--- src/rtl/corescore_uart_pkg.sv ---
// Shared constants, FSM state encoding and baud divisor helper for the
// corescore UART transmitter.
package corescore_uart_pkg;

   localparam int PARITY_NONE = 0;
   localparam int PARITY_ODD  = 1;
   localparam int PARITY_EVEN = 2;

   localparam logic [7:0] LF = 8'h0A;

   // ST_EOL is never entered: an LF frame runs through START..STOP with the
   // EOL flag set.
   typedef enum logic [2:0] {
      ST_IDLE,
      ST_START,
      ST_DATA,
      ST_PAR,
      ST_STOP,
      ST_EOL
   } state_t;

   function automatic int baud_div(input int clk_hz, input int baud);
      return (clk_hz + baud / 2) / baud;
   endfunction

endpackage

--- src/rtl/corescore_sync_fifo.sv ---
// Single-clock FIFO with combinational read of the head entry; a pushed
// entry becomes visible one cycle after the write.
module corescore_sync_fifo #(
   parameter int WIDTH = 9,
   parameter int DEPTH = 16
) (
   input  logic                    clk,
   input  logic                    rst_n,
   input  logic                    push,
   input  logic [WIDTH-1:0]        wdata,
   input  logic                    pop,
   output logic [WIDTH-1:0]        rdata,
   output logic                    full,
   output logic                    empty,
   output logic [$clog2(DEPTH):0]  level
);

   localparam int AW = $clog2(DEPTH);
   localparam logic [AW-1:0] PTR_ONE = AW'(1);
   localparam logic [AW:0]   CNT_ONE = (AW + 1)'(1);
   localparam logic [AW:0]   CNT_MAX = (AW + 1)'(DEPTH);

   logic [WIDTH-1:0] mem [DEPTH];
   logic [AW-1:0]    wr_ptr;
   logic [AW-1:0]    rd_ptr;
   logic [AW:0]      count;
   logic             do_push;
   logic             do_pop;

   assign full    = (count == CNT_MAX);
   assign empty   = (count == '0);
   assign level   = count;
   assign rdata   = mem[rd_ptr];
   assign do_push = push && !full;
   assign do_pop  = pop && !empty;

   always_ff @(posedge clk) begin
      if (do_push) mem[wr_ptr] <= wdata;
   end

   always_ff @(posedge clk) begin
      if (!rst_n) begin
         wr_ptr <= '0;
         rd_ptr <= '0;
         count  <= '0;
      end else begin
         if (do_push) wr_ptr <= wr_ptr + PTR_ONE;
         if (do_pop)  rd_ptr <= rd_ptr + PTR_ONE;
         case ({do_push, do_pop})
            2'b10:   count <= count + CNT_ONE;
            2'b01:   count <= count - CNT_ONE;
            default: count <= count;
         endcase
      end
   end

endmodule

--- src/rtl/corescore_uart_tx.sv ---
// AXI-stream to UART transmitter: FIFO-buffered bytes serialised with
// configurable framing, optional LF after each tlast.
module corescore_uart_tx
   import corescore_uart_pkg::*;
#(
   parameter int CLK_FREQ_HZ  = 16000000,
   parameter int BAUD_RATE    = 57600,
   parameter int DATA_BITS    = 8,
   parameter int STOP_BITS    = 1,
   parameter int PARITY       = 0,
   parameter int FIFO_DEPTH   = 16,
   parameter int EOL_ON_TLAST = 1
) (
   input  logic                         i_clk,
   input  logic                         i_rst_n,
   input  logic [DATA_BITS-1:0]         i_tdata,
   input  logic                         i_tlast,
   input  logic                         i_tvalid,
   output logic                         o_tready,
   output logic                         o_uart_tx,
   output logic                         o_busy,
   output logic [$clog2(FIFO_DEPTH):0]  o_level
);

   localparam int DIV = baud_div(CLK_FREQ_HZ, BAUD_RATE);
   localparam int CW  = (DIV < 2) ? 1 : $clog2(DIV);
   localparam logic [CW-1:0]        CNT_RELOAD = CW'(DIV - 1);
   localparam logic [CW-1:0]        CNT_ONE    = CW'(1);
   localparam logic [2:0]           LAST_BIT   = 3'(DATA_BITS - 1);
   localparam logic [DATA_BITS-1:0] LF_WORD    = LF[DATA_BITS-1:0];
   localparam logic                 ODD_INV    = (PARITY == PARITY_ODD);
   localparam logic                 LF_PAR     = (^LF_WORD) ^ ODD_INV;

   if (DIV < 2) begin : g_div_check
      $fatal(1, "corescore_uart_tx: baud divisor must be at least 2");
   end
   if (DATA_BITS < 5 || DATA_BITS > 8) begin : g_bits_check
      $fatal(1, "corescore_uart_tx: DATA_BITS must be 5..8");
   end

   logic                 fifo_pop;
   logic                 fifo_full;
   logic                 fifo_empty;
   logic [DATA_BITS:0]   fifo_rdata;
   logic [DATA_BITS-1:0] pop_data;
   logic                 pop_last;
   logic                 pop_par;

   state_t               state_reg, state_next;
   logic [CW-1:0]        cnt_reg, cnt_next;
   logic [2:0]           bit_reg, bit_next;
   logic                 stop_reg, stop_next;
   logic [DATA_BITS-1:0] shift_reg, shift_next;
   logic                 par_reg, par_next;
   logic                 last_reg, last_next;
   logic                 eol_reg, eol_next;
   logic                 tx_reg, tx_next;

   assign o_tready = i_rst_n && !fifo_full;
   assign o_busy   = (state_reg != ST_IDLE) || !fifo_empty;
   assign o_uart_tx = tx_reg;

   corescore_sync_fifo #(
      .WIDTH (DATA_BITS + 1),
      .DEPTH (FIFO_DEPTH)
   ) u_fifo (
      .clk   (i_clk),
      .rst_n (i_rst_n),
      .push  (i_tvalid && o_tready),
      .wdata ({i_tlast, i_tdata}),
      .pop   (fifo_pop),
      .rdata (fifo_rdata),
      .full  (fifo_full),
      .empty (fifo_empty),
      .level (o_level)
   );

   assign pop_data = fifo_rdata[DATA_BITS-1:0];
   assign pop_last = fifo_rdata[DATA_BITS];
   assign pop_par  = (^pop_data) ^ ODD_INV;

   always_comb begin
      state_next = state_reg;
      cnt_next   = cnt_reg;
      bit_next   = bit_reg;
      stop_next  = stop_reg;
      shift_next = shift_reg;
      par_next   = par_reg;
      last_next  = last_reg;
      eol_next   = eol_reg;
      tx_next    = tx_reg;
      fifo_pop   = 1'b0;
      case (state_reg)
         ST_IDLE: begin
            if (!fifo_empty) begin
               fifo_pop   = 1'b1;
               shift_next = pop_data;
               par_next   = pop_par;
               last_next  = pop_last;
               eol_next   = 1'b0;
               tx_next    = 1'b0;
               cnt_next   = CNT_RELOAD;
               state_next = ST_START;
            end
         end
         ST_START: begin
            if (cnt_reg != '0) cnt_next = cnt_reg - CNT_ONE;
            else begin
               cnt_next   = CNT_RELOAD;
               bit_next   = '0;
               tx_next    = shift_reg[0];
               shift_next = shift_reg >> 1;
               state_next = ST_DATA;
            end
         end
         ST_DATA: begin
            if (cnt_reg != '0) cnt_next = cnt_reg - CNT_ONE;
            else begin
               cnt_next = CNT_RELOAD;
               if (bit_reg == LAST_BIT) begin
                  stop_next = 1'b0;
                  if (PARITY != PARITY_NONE) begin
                     tx_next    = par_reg;
                     state_next = ST_PAR;
                  end else begin
                     tx_next    = 1'b1;
                     state_next = ST_STOP;
                  end
               end else begin
                  bit_next   = bit_reg + 3'd1;
                  tx_next    = shift_reg[0];
                  shift_next = shift_reg >> 1;
               end
            end
         end
         ST_PAR: begin
            if (cnt_reg != '0) cnt_next = cnt_reg - CNT_ONE;
            else begin
               cnt_next   = CNT_RELOAD;
               tx_next    = 1'b1;
               state_next = ST_STOP;
            end
         end
         ST_STOP: begin
            if (cnt_reg != '0) cnt_next = cnt_reg - CNT_ONE;
            else if (STOP_BITS == 2 && !stop_reg) begin
               stop_next = 1'b1;
               cnt_next  = CNT_RELOAD;
            end else if (EOL_ON_TLAST != 0 && last_reg && !eol_reg) begin
               // LF frame follows immediately; the set flag prevents a second LF.
               shift_next = LF_WORD;
               par_next   = LF_PAR;
               eol_next   = 1'b1;
               tx_next    = 1'b0;
               cnt_next   = CNT_RELOAD;
               state_next = ST_START;
            end else if (!fifo_empty) begin
               fifo_pop   = 1'b1;
               shift_next = pop_data;
               par_next   = pop_par;
               last_next  = pop_last;
               eol_next   = 1'b0;
               tx_next    = 1'b0;
               cnt_next   = CNT_RELOAD;
               state_next = ST_START;
            end else begin
               state_next = ST_IDLE;
            end
         end
         default: state_next = ST_IDLE;
      endcase
   end

   always_ff @(posedge i_clk) begin
      if (!i_rst_n) begin
         state_reg <= ST_IDLE;
         cnt_reg   <= '0;
         bit_reg   <= '0;
         stop_reg  <= 1'b0;
         shift_reg <= '0;
         par_reg   <= 1'b0;
         last_reg  <= 1'b0;
         eol_reg   <= 1'b0;
         tx_reg    <= 1'b1;
      end else begin
         state_reg <= state_next;
         cnt_reg   <= cnt_next;
         bit_reg   <= bit_next;
         stop_reg  <= stop_next;
         shift_reg <= shift_next;
         par_reg   <= par_next;
         last_reg  <= last_next;
         eol_reg   <= eol_next;
         tx_reg    <= tx_next;
      end
   end

endmodule
--- config.mk ---
export PLATFORM = sky130hd
export DESIGN_NAME = corescore_uart_tx
export DESIGN_NICKNAME = d
export VERILOG_FILES = /design/src/rtl/corescore_uart_pkg.sv /design/src/rtl/corescore_sync_fifo.sv /design/src/rtl/corescore_uart_tx.sv
export SDC_FILE = /design/constraint.sdc
export NUM_CORES = 1
export LEC_CHECK = 0
export BUFFER_PORTS_ARGS = -buffer_cell sky130_fd_sc_hd__buf_2
export CAP_MARGIN = 20
export CORE_MARGIN = 8
export CORE_UTILIZATION = 40
export DETAILED_ROUTE_END_ITERATION = 12
export SLEW_MARGIN = 40
export SYNTH_ARGS = -nofsm -noshare
export SYNTH_HDL_FRONTEND = slang
export SYNTH_SLANG_ARGS = --single-unit
export TNS_END_PERCENT = 20
--- constraint.sdc ---
create_clock -name i_clk -period 4.3 [get_ports i_clk]
set_input_delay 0.645 -clock i_clk [delete_from_list [all_inputs] [get_ports i_clk]]
set_output_delay 0.645 -clock i_clk [all_outputs]
set_load 0.01 [all_outputs]
* Word level (Yosys, flattened, before mapping)
Memories as Yosys holds them, arrays and structs flattened. A register that Yosys moved wholly into a read port is not among the register bits.
Index checks and enable logic that the tools add are counted.
** Storage, ports and cells
- Memories kept :: 1
- Bits in registers :: 39
- Bits in writable memories :: 144
- Logic and storage cells :: 109
- Bits of input ports :: 12
** Memory list
- u_fifo.mem :: words 16, width 9, read ports 1, clocked after Yosys merged registers in 1, wr ports 1, line corescore_sync_fifo.sv:23 : logic [WIDTH-1:0] mem [DEPTH];
** Operators by class
- Eq/ne operators :: 16
- Multiplexer cells :: 50
- Reduce and logical (&&, ||, !) cells :: 26
- Add/sub/neg operators :: 6
** Operators with widths (number)
- $mux 8 :: 6
- $mux 9 :: 4
- $pmux 8 s4 :: 1
- $mux 3 :: 9
- $pmux 9 s3 :: 1
- $mux 1 :: 20
- $ne 2x2->1 const B :: 8
- $pmux 3 s5 :: 1
- $pmux 5 s2 :: 1
- $reduce_and 5->1 :: 2
- $reduce_bool 9->1 :: 1
- $sub 9x1->9 const B :: 1
- $add 4x1->4 const B :: 2
- $mux 4 :: 2
- $eq 3x2->1 const B :: 2
- $eq 3x3->1 const B :: 2
- $pmux 1 s2 :: 3
- $pmux 3 s2 :: 1
- $reduce_and 6->1 :: 1
- $reduce_bool 2->1 :: 3
- $reduce_bool 3->1 :: 2
- $add 5x1->5 const B :: 1
- $eq 5x5->1 const B :: 1
- $logic_and 1x1->1 :: 5
- 16 further kinds :: 18

* Logic depth before layout (Yosys ltp)
- Depth after elaboration :: 8
- Depth in mapped cells :: 15
- Mapped depth without buffers :: 14

* By module
Synthesis repeated with hierarchy kept, for this count alone.
** Unflattened totals
- Cell total of the unflattened synthesis :: 562
- Area total of the unflattened synthesis :: 8222.9 um2
** Modules (own cells, without submodules)
- corescore_sync_fifo :: instances 1, cells an instance 355, area each 6526.3 um2
- corescore_uart_tx :: instances 1, cells an instance 207, area each 1696.6 um2

* Least setup slack after synthesis
Ideal clock, no wire load.
- Path type :: register to register
- Start point :: reg u_fifo.count[1] (netlist: u_fifo.level[1])
- End point :: reg u_fifo.count[4] (netlist: u_fifo.level[4])
- Arrival :: 3234 ps
- Setup time :: 70 ps
- Stages on the path, launching flop included :: 15
- Path slack :: 996 ps
- Clock period less this slack :: 3304 ps
- Cell sequence :: dfxtp_1 > buf_6 > or4_1 > o21ai_2 > nor2_1 > ha_1 > clkbuf_1 > xor2_1 > ha_1 > and4b_1 > a31oi_1 > o41ai_2 > xnor2_1 > or3_1 > a21boi_1
** On the way
- Longest elaborated chain between the ends :: 8
- Elaborated cells between the ends (all ways) :: 18
** Ends and longest elaborated chain
- from (decl) :: line corescore_sync_fifo.sv:26 : logic [AW:0] count;
- from (signal assigned) :: line corescore_sync_fifo.sv:50 : 2'b10: count <= count + CNT_ONE;
- from (signal assigned) :: line corescore_sync_fifo.sv:51 : 2'b01: count <= count - CNT_ONE;
- from (signal assigned) :: line corescore_sync_fifo.sv:52 : default: count <= count;
- $logic_not 5->1 * :: line corescore_sync_fifo.sv:31 : assign empty = (count == '0);
- $mux 1 :: line corescore_uart_tx.sv:95, corescore_uart_tx.sv:157
- $mux 1 :: line corescore_uart_tx.sv:149 : end else if (EOL_ON_TLAST != 0 && last_reg && !eol_reg) begin
- $mux 1 :: line corescore_uart_tx.sv:145 : if (cnt_reg != '0) cnt_next = cnt_reg - CNT_ONE;
- $pmux 1 s2 :: line corescore_uart_tx.sv:93 : case (state_reg)
- $logic_and 1x1->1 * :: line corescore_sync_fifo.sv:35 : assign do_pop = pop && !empty;
- named net u_fifo.do_pop :: line corescore_sync_fifo.sv:28 : logic do_pop;
- $eq 2x1->1 / $eq 2x2->1 (equally long branches) :: line corescore_sync_fifo.sv:49 : case ({do_push, do_pop})
- $pmux 5 s2 / $reduce_bool 2->1 (equally long branches)
Mark *: on every way through the listed nets, which the timed path passes. The rest lies on a longest branch.
A chain may end at the register's enable or synchronous reset.

* Worst setup path after layout
- Start point :: reg cnt_reg[0]
- End point :: reg u_fifo.count[4] (netlist: u_fifo.level[4])
** On the way
- Longest elaborated chain between the ends :: 6
- Elaborated cells between the ends (all ways) :: 8
** Ends and longest elaborated chain
- from (decl) :: line corescore_uart_tx.sv:50 : logic [CW-1:0] cnt_reg, cnt_next;
- from (signal assigned) :: line corescore_uart_tx.sv:187 : cnt_reg <= cnt_next;
- $reduce_bool 9->1 * :: line corescore_uart_tx.sv:145
- $mux 1 * :: line corescore_uart_tx.sv:145
- $pmux 1 s2 * :: line corescore_uart_tx.sv:93
- $logic_and 1x1->1 * :: line corescore_sync_fifo.sv:35
- named net u_fifo.do_pop :: line corescore_sync_fifo.sv:28
- $eq 2x1->1 / $eq 2x2->1 (equally long branches) :: line corescore_sync_fifo.sv:49
- $pmux 5 s2 / $reduce_bool 2->1 (equally long branches)
Marked as above.

==> out/results.ini <==
[floorplan]
core-area_um2=19500
start_util_pct=40.8
rows=51
die_h_um=157
die-area_um2=24700
ioPinCount=20
fp.dieW_um=157

[yosys]
synth_fp_nets=559
synth_edf_count=144
syn_area_per_cell_um2=14.9
syn_area_um2=7960
synth_top_cell_area_share_pct=54.3
synth_area_leader_cell=edfxtp_1
yosysSeqAreaShare_pct=65.1
yosysWarnings=0
ys_types=53
ys_async_sr_fraction_pct=0
postSynthCellCount=536
dominantRegCellSynth=edfxtp_1
synthTopCellsByArea=edfxtp_1 54%, dfxtp_1 11%, mux4_2 11%
ys_ff_latch=187

[clock_network]
root_buffer=clkbuf_16
cts_hold_buf=0
cts_buffer_depth=2
cts_buffers=17
htree_levels=4
cts.sinks=187
cts_resized=0
path_clk_slew_ns=0.07
postCtsSetupBuffers=0
worstSkewPairLatency_ns=0.43
cts_tree=done

[layout]
nets=574
largest_reg_flops=144
syn2layout_area_growth_pct=12.2
antenna_cells=0
layout_common_cells=144 x edfxtp_1, 40 x dfxtp_1, 38 x mux4_2
mostFrequentLayoutCell=edfxtp_1
final_core_util_pct=45.8
fillCellCount=1737
drive_gt1_share_pct=22.3

[setup_path]
r2r_cells=14
cp_common_cell=ha_1
max_stage_delay_ns=0.46
path_depth=14
critPathSlowestCell=ha_1
worstSetupEndpoint=u_fifo.level[4]
crit_required_ns=4.66
critical_path_buf_inv_count=1
cp-startpoint=cnt_reg[0]
crit_chain=inv_1 > ha_1 > nor4b_2 > a31oi_4 > nor2_1 > ha_1 > xor2_1 > ha_1 > and4b_1 > a31oi_1 > o41ai_2 > xnor2_1 > or3_1 > a21boi_1
start_kind=flop
regToRegSetupSlack_ns=0.77
cp_max_fo=10
worstPathArrival_ns=3.88
worstReg2RegStart=cnt_reg[0]
r2r-end=u_fifo.level[4]
crit_type=reg2reg
crit_family=simple AND/OR/NAND/NOR gates
cp-end-kind=flop

[grt]
grt_antenna_before_repair=0
first_global_vias=4638
grt-ovfl-total=0
grt_max_degree=46
grt_pass1_wl_mm=26.1
track_usage_pct=14.2

[routing]
dr.pass1.iters=5
routed-via-count=4534
drt-met1-wl_mm=7.17
highest_layer=met4
dr_wl_met2_mm=8.48
wirelength_mm=16.5
routedWlPerCell_um=19.9
drtIter0Drc=241
wl_met3_um=681
drc=0
postRouteAntennaNets=0
viasPerCell=5.47

[power_and_ir_drop]
leakage_nw=2.87
max-vdd-ir-drop_uv=283
p_per_area_nw_per_um2=619

[outcome]
status=complete, no violations

[placement]
finalWeightedCongestion=0.767
post-dp-hpwl_mm=10.7
portBuffers=19

[timing]
maxSlewViolCount=0
rsz0062_at_grt=no
worstMarginPinSlew_ns=0.754
fin_crit_ns=3.53
final.period_utilization_pct=82.0
max_freq_mhz=284
slew-limit-headroom_pct=49.7
tns_ns=0
finalSetupViolCount=0
hold_viol_final=0
finClkSkew_ns=0.0199

[flow_run]
cap_violations=0

[worst_hold_path]
hp-class=reg2reg

## through the flow
| stage | worst slack [ns] | hold WS, ns | total power [mW] | instance area [um^2] | instances |
|---|---|---|---|---|---|
| floorplan | 0.996 | 0.447 | 3.63 | 7960 | 536 |
| global placement | 0.912 | 0.466 | 4.01 | 8320 | 797 |
| detailed placement | 0.804 | 0.464 | 4.06 | 8350 | 797 |
| CTS | 0.762 | 0.480 | 5.58 | 8930 | 829 |
| global route | 0.487 | 0.524 | 5.84 | 8940 | 829 |
| finish | 0.774 | 0.473 | 5.54 | 8940 | 829 |
## worst register-to-register path, cell delays in order, from the launching register on
cell,delay [ns]
dfxtp_1,0.35
inv_1,0.09
ha_1,0.15
nor4b_2,0.36
a31oi_4,0.22
nor2_1,0.42
ha_1,0.47
xor2_1,0.12
ha_1,0.24
and4b_1,0.18
a31oi_1,0.17
o41ai_2,0.10
xnor2_1,0.14
or3_1,0.31
a21boi_1,0.13
## layout make-up
cell class / count / area (um^2) / area share [%]
Sequential cell: 187 / 5190 / 58.1
Inverter: 9 / 33.8 / 0.378
Clock inverter: 14 / 148 / 1.65
Timing Repair Buffer: 27 / 155 / 1.74
Multi-Input combinational cell: 309 / 2650 / 29.6
Tap cell: 265 / 332 / 3.71
Clock buffer: 18 / 429 / 4.80
## synthesized netlist by cell type, types with 10 or more instances
cell	n
edfxtp_1	144
dfxtp_1	43
mux4_2	38
nand2_1	36
nor2_1	34
o21ai_0	21
clkbuf_1	19
nor3_1	14
nor2b_1	13
a21oi_1	11
and2_1	11
ha_1	11
o22ai_1	10
## cells by family after synthesis
| kind of cell | count (synthesis) | synth area share (%) |
|---|---|---|
| DFF | 187 | 65.1 |
| xor gates and xnor gates | 12 | 1.32 |
| AOI/OAI and AO/OA | 89 | 7.84 |
| muxes | 52 | 12.6 |
| buffers and inverters | 40 | 2.12 |
| adders and majority gates | 11 | 1.73 |
| and+or+nand+nor | 145 | 9.30 |
## layer usage
metal	track usage, %	up-vias
li1	-	2111
met1	17.5	2310
met2	24.3	98
met3	2.99	15
met4	5.03	0
met5	0	-
## worst min-delay path by stage
stage / slack (ns) / start / cells past startpoint / endpoint
after floorplan: 0.45 / shift_reg[7] / 2 / shift_reg[7]
after global placement: 0.47 / shift_reg[7] / 2 / shift_reg[7]
after detailed placement: 0.46 / shift_reg[7] / 2 / shift_reg[7]
after CTS: 0.48 / shift_reg[7] / 2 / shift_reg[7]
after global routing: 0.52 / shift_reg[6] / 2 / shift_reg[6]
final: 0.47 / shift_reg[7] / 2 / shift_reg[7]
## power by group
| group | switching [mW] | leakage, nW | internal, mW | total, mW |
|---|---|---|---|---|
| clock network | 0.734 | 0.282 | 0.775 | 1.51 |
| logic | 0.948 | 0.935 | 0.755 | 1.70 |
| registers | 0.243 | 1.65 | 2.08 | 2.32 |
| total | 1.92 | 2.87 | 3.61 | 5.54 |
Power figures use the tool's default switching activity.
